### src/rtl/axi_stream_mux_scheduler.sv
// Packet-aware round-robin scheduler for a registered AXI-stream mux.
// Holds the mux select for one whole packet, with a beat-limit watchdog.
module axi_stream_mux_scheduler #(
  parameter int N_INPUTS   = 5,
  parameter int ADDR_WIDTH = 3,
  parameter int MAX_BEATS  = 256,
  parameter int CNT_WIDTH  = 16
) (
  input  logic                  clock,
  input  logic                  reset,
  input  logic                  enable,
  input  logic [N_INPUTS-1:0]   request,
  input  logic                  out_valid,
  input  logic                  out_ready,
  input  logic                  out_last,
  output logic [ADDR_WIDTH-1:0] address,
  output logic [N_INPUTS-1:0]   grant,
  output logic                  active,
  output logic                  overrun
);

  typedef enum logic [1:0] {
    IDLE   = 2'd0,
    SETTLE = 2'd1,
    BUSY   = 2'd2
  } state_t;

  state_t                state;
  logic [ADDR_WIDTH-1:0] last_grant;
  logic [CNT_WIDTH-1:0]  beats;

  logic                  win_found;
  logic [ADDR_WIDTH-1:0] win_idx;
  logic [ADDR_WIDTH-1:0] pos;

  logic                  beat;
  logic [CNT_WIDTH-1:0]  beats_nxt;
  logic                  limit_hit;

  // Round-robin search: first requester above last_grant, wrapping.
  always_comb begin
    win_found = 1'b0;
    win_idx   = '0;
    pos       = '0;
    for (int k = 1; k <= N_INPUTS; k++) begin
      pos = ADDR_WIDTH'((int'(last_grant) + k) % N_INPUTS);
      if (!win_found && request[pos]) begin
        win_found = 1'b1;
        win_idx   = pos;
      end
    end
  end

  // Beat detection, saturating count and watchdog limit.
  always_comb begin
    beat      = out_valid & out_ready;
    beats_nxt = (&beats) ? beats : beats + 1'b1;
    limit_hit = (MAX_BEATS != 0) &&
                (beats_nxt == CNT_WIDTH'(MAX_BEATS));
  end

  // Scheduler FSM with registered outputs.
  always_ff @(posedge clock) begin
    if (reset) begin
      state      <= IDLE;
      address    <= '0;
      grant      <= '0;
      active     <= 1'b0;
      overrun    <= 1'b0;
      beats      <= '0;
      last_grant <= ADDR_WIDTH'(N_INPUTS - 1);
    end else begin
      overrun <= 1'b0;
      unique case (state)
        IDLE: begin
          if (enable && win_found) begin
            address    <= win_idx;
            grant      <= N_INPUTS'(1) << win_idx;
            active     <= 1'b1;
            last_grant <= win_idx;
            beats      <= '0;
            state      <= SETTLE;
          end
        end
        SETTLE: begin
          state <= BUSY;
        end
        BUSY: begin
          if (beat) begin
            beats <= beats_nxt;
            if (out_last || limit_hit) begin
              grant   <= '0;
              active  <= 1'b0;
              overrun <= ~out_last;
              state   <= IDLE;
            end
          end
        end
        default: begin
          state  <= IDLE;
          grant  <= '0;
          active <= 1'b0;
        end
      endcase
    end
  end

endmodule

### config.mk
export PLATFORM = sky130hd
export DESIGN_NAME = axi_stream_mux_scheduler
export DESIGN_NICKNAME = d
export VERILOG_FILES = /design/src/rtl/axi_stream_mux_scheduler.sv
export SDC_FILE = /design/constraint.sdc
export NUM_CORES = 1
export LEC_CHECK = 0
export ABC_AREA = 1
export CORE_AREA = 2 2 86 105
export CTS_CLUSTER_SIZE = 14
export DETAILED_ROUTE_END_ITERATION = 12
export DIE_AREA = 0 0 88 107
export HOLD_SLACK_MARGIN = 0.08
export PLACE_DENSITY_LB_ADDON = 0.05
export SLEW_MARGIN = 20
export SYNTH_ARGS = -nofsm -noshare
export SYNTH_HDL_FRONTEND = slang
export SYNTH_SLANG_ARGS = --single-unit
export TNS_END_PERCENT = 20
### constraint.sdc
create_clock -name clock -period 3.4 [get_ports clock]
set_input_delay 0.68 -clock clock [delete_from_list [all_inputs] [get_ports clock]]
set_output_delay 0.68 -clock clock [all_outputs]
set_load 0.03 [all_outputs]
== Word level (Yosys, flattened, before mapping) ==
Cells that the tools add are included.
Cells by class
  add/subtract/negate cells: 6
  divide/modulo/power cells: 5
  $lt $le $gt $ge: 5
  equality and inequality tests: 6
  shifts and indexed selects: 1
  muxes and demuxes: 36
  bitwise operators: 6
  reductions and logical operators: 18
Operators with widths (count)
  $mod 32x4->32 const B: 5
  $mux 16: 3
  $pmux 16 s2: 1
  $lt 3x4->1 const B: 5
  $add 16x1->16 const B: 1
  $eq 16x9->1 const B: 1
  $reduce_and 16->1: 1
  $bmux 1 s3: 5
  $mux 3: 5
  $mux 5: 3
  $pmux 5 s3: 1
  $mux 1: 13
  $add 3x2->4 const B: 2
  $add 3x3->4 const B: 2
  $mux 2: 3
  $ne 2x2->1 const B: 3
  $pmux 2 s3: 1
  $reduce_and 3->1: 2
  $logic_and 1x1->1: 5
  $not 1->1: 5
  $shl 1x3->5 const A: 1
  $add 3x1->4 const B: 1
  $logic_not 1->1: 4
  $reduce_and 4->1: 1
  other kinds (9): 9
Word-level totals
  register bits after elaboration: 31
  input bits: 11
  output and inout port bits: 10
  logic and storage cells: 90

== Depth between registers and ports, before layout ==
  depth in word-level cells: 20
  depth in mapped cells: 28
  gate-level depth less buffers: 27

== Worst setup path before layout ==
OpenSTA, ideal clock, no wires.
  path type: reg-to-reg
  start: reg, netlist name address[0]
  end: reg beats[11]
  arrival time: 3.536 ns
  slack: -0.251 ns
  stages on the path, launching flop included: 28
  buffers on the path: 3
  cell sequence: dfxtp_1 > buf_4 > clkinv_1 > ha_1 > buf_2 > inv_2 > ha_1 > inv_1 > ha_1 > nor3b_1 > nand2_1 > nand2_2 > nand2_2 > nand2_2 > nand2_2 > nand2_1 > nand3_1 > nand3_2 > nand2_4 > nor2_8 > nand3_2 > nor2_4 > nand3_2 > nand2_4 > buf_6 > nand3b_1 > nand2_1 > nor2_1
RTL lines
  end signal: assignment: line 90  | beats <= beats_nxt;
  end: declaration: line 30  | logic [CNT_WIDTH-1:0] beats;

==> reports/metrics.yaml <==
status: "completed"
antenna_found_initial: 0
synth_nets: 590
yosys-top-cells-count: "152 x nand2_1, 65 x inv_1, 62 x nand3_1, 62 x nor2_1, 29 x dfxtp_1"
synth-edff-count: 0
clk_latency_ps: 280
max_freq_ghz: 0.309
instances_no_fill: 721
fin_skew_ps: 6.15
ctsRootBufferMaster: "clkbuf_8"
ctsHtreeMaxLevel: 2
grt_first_pass_wirelength_mm: 15.4
antenna_cells: 0
ys_seq_area_share_pct: 17.6
routed_via_density: 5.00
grt_overflow: 0
grt_pass1_vias: 3452
hp-class: "register to register"
port_buffers: 20
die_h_um: 107
cp-start-kind: "register"
ys_seq_elements: 29
cts_tree: "built"
synth_cells: 557
post-synth-top-area-cell: "dfxtp_1"
maxSlewHeadroom_pct: 66.2
drive_gt1_share_pct: 21.9
vias: 3605
ir_worst_vdd_mv: 0.401
rsz0062_at_grt: "true"
cts_buffer_depth: 2
syn-cell-area_mm2: 0.00330
ys.warnings.count: 0
fillers: 877
core_mm2: 0.00838
dp_hpwl_mm: 7.14
initial_utilization_pct: 39.4
fp-row-count: 37
place.gp.congestion: 0.910
power.leakage_uw: 0.00203
final_max_slew_viol_count: 0
drc_errors: 0
grt_util_all_layers_pct: 20.3
wirelength_mm: 9.36
worst_slew_pin_slew_ps: 501
yosysMostFrequentCell: "nand2_1"
synthToLayoutAreaGrowth_pct: 27.3
hold_viol_final: 0
dieArea_mm2: 0.00942
cp.arrival_ps: 3410
syn_area_per_cell_um2: 5.93
required_ps: 3570
postCtsHoldBufs: 0
clkTransAtPathRegs_ps: 70
cts_made_buffers: 5
drt_iter0_markers: 125
maxCapViolCount: 0
dr.pass1.iters: 4
routedWlPerCell_um: 13.0
path_class: "register to register"
min_period_ps: 3240
grt_max_degree: 34
synth-async-reset-ratio_pct: 0
p_per_area_mw_per_mm2: 1110
dp_cells: 702
utilization_pct: 50.2
synth_top_area_share_pct: 17.6
pin_count: 21
finalSetupViolCount: 0
final.period_utilization_pct: 95.3
ys_types: 37
drtAntennaViolNets: 0
die_w_um: 88
final_nets: 636
clock-sinks: 29
synthTopCellsByArea: "dfxtp_1 18%, nand2_1 17%, nand3_1 9.4%, ha_1 8.3%, inv_1 7.4%"
ys.flop_type: "dfxtp_1"
cp_max_fo: 8
crit_path_end_kind: "register"
sequential cells by signal, indices dropped and copies added, names as in the netlist:
signal	cells
grant	5
overrun	1
state	2
active	1
beats	16
last_grant	1
address	3
through the flow:
step / hold WS, ps / setup WS (ps) / power (uW) / instance area (um2) / setup TNS [ps]
5_1_grt: 490 / -41.1 / 5160 / 4210 / -396
4_1_cts: 475 / 27.2 / 4160 / 3890 / 0
6_report: 470 / 160 / 4690 / 4210 / 0
3_3_place_gp: 460 / 128 / 3730 / 3770 / 0
3_5_place_dp: 458 / 39.2 / 3770 / 3770 / 0
2_1_floorplan: 526 / 44.5 / 2950 / 3320 / 0
worst max-delay path, cell delays in order (launching register included):
cell and delay [ps]:
dfxtp_4 360, buf_4 170, ha_1 220, buf_4 160, inv_2 50, nand2_2 130
ha_1 360, o21ai_4 230, nand3_2 140, nand2_1 90, nand2_1 150, nor2_1 160
nand3_2 140, nand3_4 130, nor2_4 60, nand3_4 90, nand2_8 100, clkbuf_16 200
a21oi_1 130, nor2_1 60
per-layer routing:
layer  GRT usage [%]  wire length [um]
met5               0                 0
met4            6.48               213
met3            2.08               167
met2            40.0              5180
met1            21.9              3800
area by class of cell:
cell class / count / area, um2 / share of cell area (%)
well taps: 117 / 146 / 3.48
inverters: 74 / 282 / 6.69
multi-input cells: 437 / 2540 / 60.3
clock buffers: 7 / 86.3 / 2.05
flip-flops and latches: 29 / 589 / 14.0
repair buffers: 56 / 534 / 12.7
clock inverters: 1 / 30.0 / 0.714
report_power, final:
group | leakage (uW) | internal [uW] | switching (uW)
logic | 0.00173 | 1480 | 2280
registers | 0.000239 | 455 | 93.4
clock network | 0.0000585 | 239 | 135
layout by cell type, fill, tap and decap left out, drive strengths merged, types with 2 or more instances in the layout:
cell,netlist,routed
nor4,2,2
dfxtp,29,29
clkbuf,7,9
ha,22,22
inv,73,73
buf,10,34
xnor2,3,3
clkdlybuf4s50,0,20
nand3,72,72
nor2,65,65
xor2,14,14
nor3,11,11
nand4,19,19
a21oi,26,26
o21ai,20,20
nand3b,7,7
nand2,171,171
cells by family (layout without fill, tap and decap cells):
family / after synthesis / count (layout) / synth area share (%)
simple gates: 349 / 349 / 50.0
buf+inv: 91 / 138 / 11.7
compound gates: 49 / 49 / 7.96
flops: 29 / 29 / 17.6
fa+ha+maj: 22 / 22 / 8.33
xor+xnor: 17 / 17 / 4.51
worst paths after layout:
path | from | end | slack [ps] | cells past startpoint
worst max-delay path | address[1] | beats[3] | 160 | 19
worst min-delay path | active | active | 470 | 2
worst max register to register | address[1] | beats[3] | 160 | 19
worst min register to register | active | active | 470 | 2
repair_timing:
action | in CTS | in global routing
buffers inserted | 0 | 9
resized for setup | 0 | 53
setup endpoints to repair | 0 | 27
No activity file was read; power rests on OpenSTA's default activity.
